$ cat src/rtl/ex_mem_if.sv
// EX->MEM stream bundle: EX-side payload/handshake and MEM-side held outputs.
// slave  = the pipeline stage view, master = the surrounding EX/MEM view.
interface ex_mem_if #(
  parameter int unsigned XLEN       = 32,
  parameter int unsigned REG_ADDR_W = 5
);
  logic                  ex_valid_i;
  logic                  ex_ready_o;
  logic [XLEN-1:0]       alu_result_i;
  logic                  alu_zero_i;
  logic [XLEN-1:0]       store_data_i;
  logic [REG_ADDR_W-1:0] rd_addr_i;
  logic                  reg_write_i;
  logic                  mem_read_i;
  logic                  mem_write_i;
  logic                  is_branch_i;
  logic [2:0]            funct3_i;
  logic [XLEN-1:0]       branch_tgt_i;
  logic                  mem_valid_o;
  logic                  mem_ready_i;
  logic [XLEN-1:0]       mem_result_o;
  logic [XLEN-1:0]       mem_store_o;
  logic [REG_ADDR_W-1:0] mem_rd_o;
  logic                  mem_we_o;
  logic                  mem_rd_en_o;
  logic                  mem_wr_en_o;

  modport slave (
    input  ex_valid_i, alu_result_i, alu_zero_i, store_data_i, rd_addr_i,
           reg_write_i, mem_read_i, mem_write_i, is_branch_i, funct3_i,
           branch_tgt_i, mem_ready_i,
    output ex_ready_o, mem_valid_o, mem_result_o, mem_store_o, mem_rd_o,
           mem_we_o, mem_rd_en_o, mem_wr_en_o
  );

  modport master (
    output ex_valid_i, alu_result_i, alu_zero_i, store_data_i, rd_addr_i,
           reg_write_i, mem_read_i, mem_write_i, is_branch_i, funct3_i,
           branch_tgt_i, mem_ready_i,
    input  ex_ready_o, mem_valid_o, mem_result_o, mem_store_o, mem_rd_o,
           mem_we_o, mem_rd_en_o, mem_wr_en_o
  );
endinterface

$ cat src/rtl/ex_mem_stage.sv
// EX->MEM pipeline register with branch resolution and valid/ready output.
// Build option EXMEM_SKID_EN: adds a skid entry so ex_ready_o comes from a flop
// (full throughput, no mem_ready_i->ex_ready_o path). Undefined: single entry.
module ex_mem_stage #(
  parameter int unsigned XLEN       = 32,
  parameter int unsigned REG_ADDR_W = 5
) (
  input  logic            clk,
  input  logic            rst_n,
  input  logic            flush_i,
  ex_mem_if.slave         bus,
  output logic            redirect_o,
  output logic [XLEN-1:0] redirect_pc_o
);

  typedef struct packed {
    logic [XLEN-1:0]       result;
    logic [XLEN-1:0]       store;
    logic [REG_ADDR_W-1:0] rd;
    logic                  we;
    logic                  rd_en;
    logic                  wr_en;
  } entry_t;

  entry_t          in_entry;
  logic            taken;
  logic            ex_ready;
  logic            accept;
  logic            pop;

  entry_t          main_q, main_d;
  logic            main_valid_q, main_valid_d;
  logic            redirect_q, redirect_d;
  logic [XLEN-1:0] redirect_pc_q, redirect_pc_d;
`ifdef EXMEM_SKID_EN
  entry_t          skid_q, skid_d;
  logic            skid_valid_q, skid_valid_d;
  logic            ready_q, ready_d;
`endif

  // Branch condition from ALU flags; incoming entry with branch write-back suppressed
  always_comb begin
    taken = 1'b0;
    case (bus.funct3_i)
      3'b000:          taken = bus.alu_zero_i;
      3'b001:          taken = !bus.alu_zero_i;
      3'b100, 3'b110:  taken = bus.alu_result_i[0];
      3'b101, 3'b111:  taken = !bus.alu_result_i[0];
      default:         taken = 1'b0;
    endcase
    in_entry.result = bus.alu_result_i;
    in_entry.store  = bus.store_data_i;
    in_entry.rd     = bus.rd_addr_i;
    in_entry.we     = bus.reg_write_i && !bus.is_branch_i;
    in_entry.rd_en  = bus.mem_read_i;
    in_entry.wr_en  = bus.mem_write_i;
  end

  // Handshakes on both sides
  always_comb begin
`ifdef EXMEM_SKID_EN
    ex_ready = ready_q;
`else
    ex_ready = !main_valid_q || bus.mem_ready_i;
`endif
    accept = bus.ex_valid_i && ex_ready && !flush_i;
    pop    = main_valid_q && bus.mem_ready_i;
  end

  // Entry occupancy: flush beats everything; skid (if present) refills main on pop
  always_comb begin
    main_d       = main_q;
    main_valid_d = main_valid_q;
`ifdef EXMEM_SKID_EN
    skid_d       = skid_q;
    skid_valid_d = skid_valid_q;
`endif
    if (flush_i) begin
      main_valid_d = 1'b0;
`ifdef EXMEM_SKID_EN
      skid_valid_d = 1'b0;
`endif
    end else if (!main_valid_q || pop) begin
`ifdef EXMEM_SKID_EN
      // skid is only ever occupied behind a full main, and then ready is low
      if (skid_valid_q) begin
        main_d       = skid_q;
        main_valid_d = 1'b1;
        skid_valid_d = 1'b0;
      end else begin
        main_valid_d = accept;
        if (accept) main_d = in_entry;
      end
`else
      main_valid_d = accept;
      if (accept) main_d = in_entry;
`endif
    end
`ifdef EXMEM_SKID_EN
    else if (accept) begin
      skid_d       = in_entry;
      skid_valid_d = 1'b1;
    end
    ready_d = !skid_valid_d;
`endif
  end

  // Redirect pulse for the cycle after a taken branch is accepted; target is sticky
  always_comb begin
    redirect_d    = accept && bus.is_branch_i && taken;
    redirect_pc_d = redirect_d ? bus.branch_tgt_i : redirect_pc_q;
  end

  // State registers
  always_ff @(posedge clk or negedge rst_n) begin
    if (!rst_n) begin
      main_q        <= '0;
      main_valid_q  <= 1'b0;
      redirect_q    <= 1'b0;
      redirect_pc_q <= '0;
`ifdef EXMEM_SKID_EN
      skid_q        <= '0;
      skid_valid_q  <= 1'b0;
      ready_q       <= 1'b1;
`endif
    end else begin
      main_q        <= main_d;
      main_valid_q  <= main_valid_d;
      redirect_q    <= redirect_d;
      redirect_pc_q <= redirect_pc_d;
`ifdef EXMEM_SKID_EN
      skid_q        <= skid_d;
      skid_valid_q  <= skid_valid_d;
      ready_q       <= ready_d;
`endif
    end
  end

  // Output mapping
  always_comb begin
    bus.ex_ready_o   = ex_ready;
    bus.mem_valid_o  = main_valid_q;
    bus.mem_result_o = main_q.result;
    bus.mem_store_o  = main_q.store;
    bus.mem_rd_o     = main_q.rd;
    bus.mem_we_o     = main_q.we;
    bus.mem_rd_en_o  = main_q.rd_en;
    bus.mem_wr_en_o  = main_q.wr_en;
    redirect_o       = redirect_q;
    redirect_pc_o    = redirect_pc_q;
  end

endmodule

$ cat src/flat_wrapper.sv
// flat-port wrapper written by rule: the top's interface ports become plain ports
module ex_mem_stage_flat 
#(
  parameter int unsigned XLEN       = 32,
  parameter int unsigned REG_ADDR_W = 5
)
  (clk, rst_n, flush_i, redirect_o, redirect_pc_o, bus_ex_valid_i, bus_alu_result_i, bus_alu_zero_i, bus_store_data_i, bus_rd_addr_i, bus_reg_write_i, bus_mem_read_i, bus_mem_write_i, bus_is_branch_i, bus_funct3_i, bus_branch_tgt_i, bus_mem_ready_i, bus_ex_ready_o, bus_mem_valid_o, bus_mem_result_o, bus_mem_store_o, bus_mem_rd_o, bus_mem_we_o, bus_mem_rd_en_o, bus_mem_wr_en_o);
  ex_mem_if #(.XLEN(XLEN), .REG_ADDR_W(REG_ADDR_W)) bus_i ();
  input  logic clk;
  input  logic rst_n;
  input  logic flush_i;
  output logic redirect_o;
  output logic [XLEN-1:0] redirect_pc_o;
  input wire logic [$bits(bus_i.ex_valid_i)-1:0] bus_ex_valid_i;
  input wire logic [$bits(bus_i.alu_result_i)-1:0] bus_alu_result_i;
  input wire logic [$bits(bus_i.alu_zero_i)-1:0] bus_alu_zero_i;
  input wire logic [$bits(bus_i.store_data_i)-1:0] bus_store_data_i;
  input wire logic [$bits(bus_i.rd_addr_i)-1:0] bus_rd_addr_i;
  input wire logic [$bits(bus_i.reg_write_i)-1:0] bus_reg_write_i;
  input wire logic [$bits(bus_i.mem_read_i)-1:0] bus_mem_read_i;
  input wire logic [$bits(bus_i.mem_write_i)-1:0] bus_mem_write_i;
  input wire logic [$bits(bus_i.is_branch_i)-1:0] bus_is_branch_i;
  input wire logic [$bits(bus_i.funct3_i)-1:0] bus_funct3_i;
  input wire logic [$bits(bus_i.branch_tgt_i)-1:0] bus_branch_tgt_i;
  input wire logic [$bits(bus_i.mem_ready_i)-1:0] bus_mem_ready_i;
  output wire logic [$bits(bus_i.ex_ready_o)-1:0] bus_ex_ready_o;
  output wire logic [$bits(bus_i.mem_valid_o)-1:0] bus_mem_valid_o;
  output wire logic [$bits(bus_i.mem_result_o)-1:0] bus_mem_result_o;
  output wire logic [$bits(bus_i.mem_store_o)-1:0] bus_mem_store_o;
  output wire logic [$bits(bus_i.mem_rd_o)-1:0] bus_mem_rd_o;
  output wire logic [$bits(bus_i.mem_we_o)-1:0] bus_mem_we_o;
  output wire logic [$bits(bus_i.mem_rd_en_o)-1:0] bus_mem_rd_en_o;
  output wire logic [$bits(bus_i.mem_wr_en_o)-1:0] bus_mem_wr_en_o;
  assign bus_i.ex_valid_i = bus_ex_valid_i;
  assign bus_i.alu_result_i = bus_alu_result_i;
  assign bus_i.alu_zero_i = bus_alu_zero_i;
  assign bus_i.store_data_i = bus_store_data_i;
  assign bus_i.rd_addr_i = bus_rd_addr_i;
  assign bus_i.reg_write_i = bus_reg_write_i;
  assign bus_i.mem_read_i = bus_mem_read_i;
  assign bus_i.mem_write_i = bus_mem_write_i;
  assign bus_i.is_branch_i = bus_is_branch_i;
  assign bus_i.funct3_i = bus_funct3_i;
  assign bus_i.branch_tgt_i = bus_branch_tgt_i;
  assign bus_i.mem_ready_i = bus_mem_ready_i;
  assign bus_ex_ready_o = bus_i.ex_ready_o;
  assign bus_mem_valid_o = bus_i.mem_valid_o;
  assign bus_mem_result_o = bus_i.mem_result_o;
  assign bus_mem_store_o = bus_i.mem_store_o;
  assign bus_mem_rd_o = bus_i.mem_rd_o;
  assign bus_mem_we_o = bus_i.mem_we_o;
  assign bus_mem_rd_en_o = bus_i.mem_rd_en_o;
  assign bus_mem_wr_en_o = bus_i.mem_wr_en_o;
  ex_mem_stage #(.XLEN(XLEN), .REG_ADDR_W(REG_ADDR_W)) u_core (.clk(clk), .rst_n(rst_n), .flush_i(flush_i), .bus(bus_i), .redirect_o(redirect_o), .redirect_pc_o(redirect_pc_o));
endmodule
$ cat config.mk
export PLATFORM = sky130hd
export DESIGN_NAME = ex_mem_stage_flat
export DESIGN_NICKNAME = d
export VERILOG_FILES = /design/src/rtl/ex_mem_if.sv /design/src/rtl/ex_mem_stage.sv /design/src/flat_wrapper.sv
export SDC_FILE = /design/constraint.sdc
export NUM_CORES = 1
export LEC_CHECK = 0
export BUFFER_PORTS_ARGS = -buffer_cell sky130_fd_sc_hd__buf_2
export CORE_MARGIN = 2
export CORE_UTILIZATION = 48
export CTS_CLUSTER_SIZE = 8
export DETAILED_ROUTE_END_ITERATION = 7
export PLACE_DENSITY = 0.86
export RECOVER_POWER = 25
export SLEW_MARGIN = 10
export SYNTH_ARGS = -nofsm -noshare
export SYNTH_HDL_FRONTEND = slang
export SYNTH_SLANG_ARGS = --single-unit
$ cat constraint.sdc
create_clock -name clk -period 4.2 [get_ports clk]
set_input_delay 0.63 -clock clk [delete_from_list [all_inputs] [get_ports clk]]
set_output_delay 0.63 -clock clk [all_outputs]
set_load 0.03 [all_outputs]
# ---- Word-level counts from Yosys, hierarchy flattened
# Index checks and enable logic that the tools add are counted.
dict set report totals {
  ff_bits 106
  input_bits 114
  elab_cells 36
}
dict set report classes {
  reduce_logical 18
  muxes 3
  n_bitwise 1
  eq_ne 5
}
# operator count
set ops {}
lappend ops {{== test 3 bit, second input constant} 4}
lappend ops {{logical AND 1 bit} 6}
lappend ops {{zero test 1 bit} 5}
lappend ops {{one-hot mux 1 bit (4 select lines)} 1}
lappend ops {{OR reduction 2 bit} 2}
lappend ops {{== test 3 x 1 -> 1 bit, second input constant} 1}
lappend ops {{zero test 3 bit} 1}
lappend ops {{AND reduction 3 bit} 1}
lappend ops {{logical OR 1 bit} 2}
lappend ops {{2-to-1 mux 1 bit} 2}
lappend ops {{nonzero test 2 bit} 1}
lappend ops {{NOT 1 bit} 1}

# ---- Longest topological paths before layout
# Gate-level depths: netlist (run 1).
dict set report depth {
  word_depth 6
  ltp_mapped 6
}

# ---- Worst setup path after synthesis (run 1)
# Ideal clock, no wire load.
dict set report synth_timing {
  kind {input -> register}
  from {in bus_funct3_i[0]}
  to {reg u_core.redirect_pc_q[10] (netlist: u_core.redirect_pc_o[10])}
  n_path_buf 2
  slack_ns 2.396
  arrival_ns 1.679
  path_stages 6
  setup_ns 0.125
  cell_sequence {xor2_1 -> a22o_1 -> and3_1 -> buf_6 -> buf_12 -> mux2_4}
}
dict set report synth_between {
  elab_chain_cells 4
  word_cells_on_any_way 10
  cone_classes {eq/ne: 5; mux: 1; reduce/logical: 4}
}
# element line_no
set synth_lines {}
lappend synth_lines {{start, declared} flat_wrapper.sv:23} ;# input wire logic [$bits(bus_i.funct3_i)-1:0] bus_funct3_i;
lappend synth_lines {{== test 3 bit} ex_mem_stage.sv:44} ;# case (bus.funct3_i)
lappend synth_lines {{OR reduction 2 bit} ex_mem_stage.sv:44}
lappend synth_lines {{one-hot mux 1 bit (4 select lines) (*)} ex_mem_stage.sv:44}
lappend synth_lines {{logical AND 1 bit (*)} ex_mem_stage.sv:110} ;# redirect_d = accept && bus.is_branch_i && taken;
lappend synth_lines {{end signal, assigned} ex_mem_stage.sv:130} ;# redirect_pc_q <= redirect_pc_d;
lappend synth_lines {{end, declared} ex_mem_stage.sv:34} ;# logic [XLEN-1:0] redirect_pc_q, redirect_pc_d;
# Mark *: on every way between the ends. The rest lies on a longest branch, timed or not.
# A chain may end at the register's enable or synchronous reset.

# ---- Worst setup path in the final report (run 1)
dict set report layout_timing {
  from {reg u_core.main_valid_q (netlist: u_core.bus.mem_valid_o)}
  to {reg u_core.redirect_pc_q[6] (netlist: u_core.redirect_pc_o[6])}
}
dict set report layout_between {
  elab_chain_cells 6
}
# element line_no
set layout_lines {}
lappend layout_lines {{start, declared} ex_mem_stage.sv:32} ;# logic main_valid_q, main_valid_d;
lappend layout_lines {{start signal, assigned} ex_mem_stage.sv:128} ;# main_valid_q <= main_valid_d;
lappend layout_lines {{zero test 1 bit} ex_mem_stage.sv:64} ;# ex_ready = !main_valid_q || bus.mem_ready_i;
lappend layout_lines {{logical OR 1 bit} ex_mem_stage.sv:64}
lappend layout_lines {{logical AND 1 bit (2 in a row)} ex_mem_stage.sv:66} ;# accept = bus.ex_valid_i && ex_ready && !flush_i;
lappend layout_lines {{logical AND 1 bit (2 in a row)} ex_mem_stage.sv:110}
# Every way passes these cells.

==> results.toml, run 1 <==
[status]
status = "complete, but fails checks"
violations = "max-capacitance violations, max-slew violations"

[grt]
overflow = 0
grt_pass1_wl_um = 13340
grt_start_max_net_pins = 86
grt_pass1_vias = 2806
antenna_found_initial = 0
grtUsageTotal = 0.1920

[synthesis]
netlist-cell-type-count = 15
synth_area_leader_cell = "dfrtp_1"
syn_nets = 348
yosysTopAreaCellShare = 0.6446
ys_seq_elements = 106
synth_most_common_cell = "dfrtp_1"
netlist_area_mm2 = 0.004115
yosysSeqAreaShare = 0.6446
synth_warnings = 0
syn_inst = 234
synthFlopType = "dfrtp_1"
synth_area_leaders = "dfrtp_1 64%, mux2_2 20%, mux2_4 11%"
async_flop_share = 1.000
avgSynthCellArea_um2 = 17.59
synth_commonest_cells = "106 x dfrtp_1, 74 x mux2_2, 29 x mux2_4, 8 x buf_2"
synth_edf_count = 0

[finish]
design_area_mm2 = 0.005444
diodes = 0
synthToLayoutAreaGrowth_pct = 32.29
nets = 569
fillers = 610
drive_gt1_frac = 0.7457

[pwr]
power.switching_mw = 1.101
power_frac_comb = 0.349
p_leak_nw = 2.766
swShare = 0.3712
vdd_drop_max_uv = 286.1
p_per_area_mw_per_mm2 = 544.9
internal-power_mw = 1.865
pwr-share-clk = 0.198
seqPwrFrac = 0.454

[timing]
hold_violations = 0
fmax_mhz = 450.7
report.final.slew_viol_count = 86
grt_setup_unrepaired = "no"
setup_slack_ns = 1.981
period_share = 0.5283
report.final.setup_viol = 0
tightest_slew_ns = 2.050
slew_headroom = -0.3664
post-route-min-period_ns = 2.219
clock_skew_ns = 0.006055
fin_setup_tns_ns = 0

[setup_path]
reg2regPathDepth = 4
crit_start = "u_core.bus.mem_valid_o"
startpoint_type = "register"
slowest_stage = "and3_2"
reg2reg_slack_ns = 1.98
crit_type = "register to register"
rr_endpoint = "u_core.redirect_pc_o[6]"
crit_cells = 4
cp_max_fo = 33
cp_top_family = "simple AND/OR/NAND/NOR gates"
critPathCapture = "u_core.redirect_pc_o[6]"
critical_path.reg2reg.startpoint = "u_core.bus.mem_valid_o"
worstPathRequired_ns = 4.44
crit_path_end_kind = "register"
worstPathCellList = "nor2b_1, nor3b_4, and3_2, mux2_2"
cpPeakStageDelay_ns = 0.91
cp_num_buf_inv = 0
worst_ep_arrival_time_ns = 2.46

[floorplan]
rows = 33
core_region_area_mm2 = 0.008258
die_area_mm2 = 0.009330
pin_count = 221
initial_utilization = 0.4983
fp.dieH_um = 96.59
dieWidth_um = 96.59

[routing]
routed-via-count = 2748
viasPerCell = 4.864
avgRoutedWirePerCell_um = 16.14
first_pass_iters = 4
drc = 0
wl_um = 9121
drt.antenna.violating_nets = 0
drt_iter0_drc = 50

[job]
cap_violations = 1

[clocking]
cts.reportedPaths.clkPinSlew_ns = 0.10
clock_sink_count = 106
cts_root_buf = "clkbuf_8"
hold_buffers = 0
cts_tree = "built"
post_cts_buffers = 0
insertion_delay_ns = 0.35
cts-htree-levels = 3
cts_buffers = 9
cts_buffer_depth = 2
ctsResizeCount = 0

[placement]
dp_hpwl_um = 6815
io_buffers = 220
post_dp_cell_area_mm2 = 0.005261
place.gp.congestion = 0.7725
pre_cts_slack_ns = 1.673

[min_path]
hold_class = "input port to register"
whs_path_depth = 2
[worst register-to-register path, delay by kind of cell (launching register included)]
kind,cells,cell delay (ns)
muxes,1,0.43
and+or+nand+nor,3,1.29
DFF,1,0.38
[through the flow]
stage | util | std cells | hold slack (ns) | power (mW)
2_1_floorplan | - | 234 | 0.3344 | 2.051
4_1_cts | 0.6595 | 565 | 0.4499 | 2.999
3_5_place_dp | 0.6371 | 549 | 0.4903 | 2.410
3_3_place_gp | 0.6371 | 549 | 0.4835 | 2.371
6_report | 0.6592 | 565 | 0.4730 | 2.966
5_1_grt | 0.6592 | 565 | 0.4468 | 3.117
[cell families (layout without fill, tap and decap cells)]
logic type / after synthesis / after routing / share of synthesized area
buffers and inverters: 14 / 240 / 0.02889
DFF: 106 / 106 / 0.6446
xor gates and xnor gates: 2 / 2 / 0.004257
muxes: 103 / 103 / 0.3083
and+or+nand+nor: 7 / 7 / 0.01064
AOI/OAI and AO/OA: 2 / 2 / 0.003344
[per-layer routing]
metal  GRT usage  routed length, um  share of wire
met1      0.2226               3375           0.37
met3     0.06051                785          0.086
met5           0                  0              0
met4     0.08803                187          0.021
met2      0.3258               4774           0.52
[layout make-up]
cell class	count	area [um2]	share of cell area
clock buffers	10	137.6	0.02528
clock inverters	6	47.55	0.008734
inverters	2	7.507	0.001379
multi-input cells	114	1351	0.2482
flip-flops and latches	106	2653	0.4872
well taps	105	131.4	0.02413
repair buffers	222	1116	0.2050
[layout by cell type (no fill, tap or decap), types with 2 or more instances in the layout]
cell type / synthesis / routed
clkbuf_8: 0 / 10
mux2_2: 74 / 74
buf_4: 0 / 2
inv_1: 2 / 2
buf_2: 8 / 219
dfrtp_1: 106 / 106
nor2_1: 3 / 3
mux2_4: 29 / 29
inv_6: 0 / 3
xor2_1: 2 / 2
[worst min-delay path by stage]
stage | start | end | slack, ns
after floorplan | rst_n | u_core.bus.mem_rd_en_o | 0.33
after global placement | u_core.bus.mem_store_o[19] | u_core.bus.mem_store_o[19] | 0.48
after detailed placement | u_core.redirect_pc_o[10] | u_core.redirect_pc_o[10] | 0.49
after CTS | flush_i | u_core.bus.mem_valid_o | 0.45
after global routing | flush_i | u_core.bus.mem_valid_o | 0.45
final | flush_i | u_core.bus.mem_valid_o | 0.47
[flip-flops by register name, indices dropped and copies added, names as in the netlist]
| signal | cells |
|---|---|
| u_core.bus.mem_rd_en_o | 1 |
| u_core.bus.mem_rd_o | 5 |
| u_core.bus.mem_result_o | 32 |
| u_core.bus.mem_store_o | 32 |
| u_core.bus.mem_valid_o | 1 |
| u_core.bus.mem_we_o | 1 |
| u_core.bus.mem_wr_en_o | 1 |
| u_core.redirect_o | 1 |
| u_core.redirect_pc_o | 32 |
[power groups by stage]
| stage | Sequential [mW] | Clock [mW] | Combinational [mW] |
|---|---|---|---|
| finish | 1.35 | 0.586 | 1.03 |
| global route | 1.37 | 0.650 | 1.09 |
| CTS | 1.35 | 0.604 | 1.05 |
| detailed placement | 1.36 | 0 | 1.04 |
| global placement | 1.35 | 0 | 1.02 |
| floorplan | 1.79 | 0 | 0.266 |
Power figures use the tool's default switching activity.
==> run 2, diff against run 1 <==
--- a/config.mk
+++ b/config.mk
@@ -5,12 +5,13 @@
 export SDC_FILE = /design/constraint.sdc
 export NUM_CORES = 1
 export LEC_CHECK = 0
+export ABC_AREA = 1
 export BUFFER_PORTS_ARGS = -buffer_cell sky130_fd_sc_hd__buf_2
 export CORE_MARGIN = 2
-export CORE_UTILIZATION = 48
+export CORE_UTILIZATION = 45
 export CTS_CLUSTER_SIZE = 8
 export DETAILED_ROUTE_END_ITERATION = 7
-export PLACE_DENSITY = 0.86
+export PLACE_DENSITY = 0.81
 export RECOVER_POWER = 25
 export SLEW_MARGIN = 10
 export SYNTH_ARGS = -nofsm -noshare
==> constraint.sdc (replaced) <==
create_clock -name clk -period 2.15 [get_ports clk]
set_input_delay 0.3225 -clock clk [delete_from_list [all_inputs] [get_ports clk]]
set_output_delay 0.3225 -clock clk [all_outputs]
set_load 0.03 [all_outputs]
==> results.toml, run 2 <==
[timing]
fmax_mhz = 597.7
period_share = 0.7782
tightest_slew_ns = 1.023
clock_skew_ns = 0.008081
grt_setup_unrepaired = "no"
post-route-min-period_ns = 1.673
report.final.slew_viol_count = 0
slew_headroom = 0.3179
fin_setup_tns_ns = 0
hold_violations = 0
report.final.setup_viol = 0

[synthesis]
netlist-cell-type-count = 16
muxShareOfSynthArea = 0
synthAdderAreaFrac = 0
synth_top_family_by_area = "simple AND/OR/NAND/NOR gates"
syn_nets = 583
synth_commonest_cells = "212 x nand2_1, 106 x dfrtp_1, 104 x nand3_1, 14 x clkbuf_1, 10 x buf_2"
synth_edf_count = 0
synthXorXnorAreaFrac = 0
synth_area_leader_cell = "dfrtp_1"
synth_most_common_cell = "nand2_1"
ys_seq_elements = 106
avgSynthCellArea_um2 = 9.004
synthSimpleGateAreaFrac = 0.3236
syn_inst = 469
async_flop_share = 1.000
synth_area_leaders = "dfrtp_1 63%, nand2_1 19%, nand3_1 12%"
netlist_area_mm2 = 0.004223
synth_warnings = 0
synth_compound_area_frac = 0.003556
yosysTopAreaCellShare = 0.6281
yosysSeqAreaShare = 0.6281
synthFlopType = "dfrtp_1"

[pwr]
p_per_area_mw_per_mm2 = 967.4
vdd_drop_max_uv = 429.5
total_power_mw = 5.390
p_leak_nw = 3.314

[clocking]
cts_buffer_depth = 2
ctsResizeCount = 0
insertion_delay_ns = 0.35
cts_tree = "built"
cts_buffers = 9
clock_sink_count = 106
cts_root_buf = "clkbuf_8"
cts-htree-levels = 3
cts.reportedPaths.clkPinSlew_ns = 0.09

[grt]
grt_pass1_vias = 3870
grt_start_max_net_pins = 75
overflow = 0
grtUsageTotal = 0.2201
antenna_found_initial = 1
grt_pass1_wl_um = 17780

[placement]
place.gp.congestion = 0.8602
dp_hpwl_um = 8057
dp_cells = 777
io_buffers = 220

[finish]
final_cell_count_no_fill = 795
mostFrequentLayoutCells = "219 x buf_2, 212 x nand2_1, 106 x dfrtp_1"
nets = 792
synthToLayoutAreaGrowth_pct = 31.94
drive_gt1_frac = 0.3660
final_common_cell = "buf_2"
fin_util = 0.6087

[routing]
first_pass_iters = 4
drt.antenna.violating_nets = 0
viasPerCell = 4.951
wl_um = 11210
drt_iter0_drc = 122
drc = 0
avgRoutedWirePerCell_um = 14.10
routed-via-count = 3936

[setup_path]
crit_path_end_kind = "async pin"
cpPeakStageDelay_ns = 0.76
cp_num_buf_inv = 3
worstPathCellList = "dlygate4sd3_1, clkbuf_1, buf_4"
crit_type = "input port to async pin"
worst_ep_arrival_time_ns = 2.16
slowest_stage = "clkbuf_1"
startpoint_type = "input port"
worstPathRequired_ns = 2.63
cp_top_family = "buffers and inverters"
cp_max_fo = 32

[floorplan]
fp.dieH_um = 100.9
rows = 35
core_region_area_mm2 = 0.009153
die_area_mm2 = 0.01017
initial_utilization = 0.4614
pin_count = 221
dieWidth_um = 100.9

[job]
cap_violations = 0

[min_path]
hold_class = "input port to register"

[status]
status = "complete, no violations"
==> run 2: kinds of logic (layout without fill, tap and decap cells) <==
kind of cell	Yosys count	after routing
and+or+nand+nor	322	322
DFF	106	106
buffers and inverters	38	252
AOI/OAI and AO/OA	3	3
other	0	1
==> run 2: report_power, final <==
group | leakage [nW] | switching (mW) | internal (mW)
clock | 0.0828 | 0.647 | 0.541
sequential | 1.32 | 0.191 | 2.34
combinational | 1.91 | 1.20 | 0.471
total | 3.31 | 2.04 | 3.35
==> run 2: worst reg2reg max path: cells and delay by family, from the launching register on <==
family	cells	cell delay, ns
buffers and inverters	2	0.73
DFF	1	0.40
and+or+nand+nor	3	0.39
==> run 2: cell type report <==
type	instances	area, um2
Clock buffer	12	135.1
Antenna cell	1	2.502
Fill cell	823	3581
Clock inverter	4	52.55
Timing Repair Buffer	229	1182
Inverter	7	26.28
Multi-Input combinational cell	325	1381
Sequential cell	106	2653
Tap cell	111	138.9
==> run 2: stage by stage <==
step / setup slack (ns) / area (um2) / hold slack (ns)
global placement: 0.5640 / 5375 / 0.2064
finish: 0.4769 / 5572 / 0.1762
global route: 0.2327 / 5569 / 0.1623
CTS: 0.5050 / 5573 / 0.1562
floorplan: 0.6681 / 4223 / 0.02691
detailed placement: 0.5583 / 5375 / 0.2098
==> run 2: final timing paths <==
kind                                            startpoint                          to  slack, ns  depth (start not counted)
worst max-delay path                                 rst_n   u_core.bus.mem_store_o[8]       0.48                          3
min in group asynchronous                            rst_n     u_core.redirect_pc_o[0]       0.65                          2
worst max register to register      u_core.bus.mem_valid_o  u_core.bus.mem_result_o[9]       0.57                          5
worst min register to register  u_core.bus.mem_store_o[22]  u_core.bus.mem_store_o[22]       0.47                          2
worst min-delay path                               flush_i      u_core.bus.mem_valid_o       0.18                          2
max in group clk                    u_core.bus.mem_valid_o              bus_ex_ready_o       0.53                          3
==> run 2: layer usage <==
layer  vias to the layer above  global-route usage  wire, um  part of all wire
li1                       1902                   -         -                 -
met1                      1853              0.2856      4725              0.42
met2                       174              0.3579      5378              0.48
met3                         7             0.07836      1026             0.092
met4                         0             0.04742        78            0.0070
met5                         -                   0         0                 0
==> run 2: what timing repair did <==
item	CTS	global route
buffers inserted	0	0
hold endpoints to repair	16	0
hold buffers	1	0
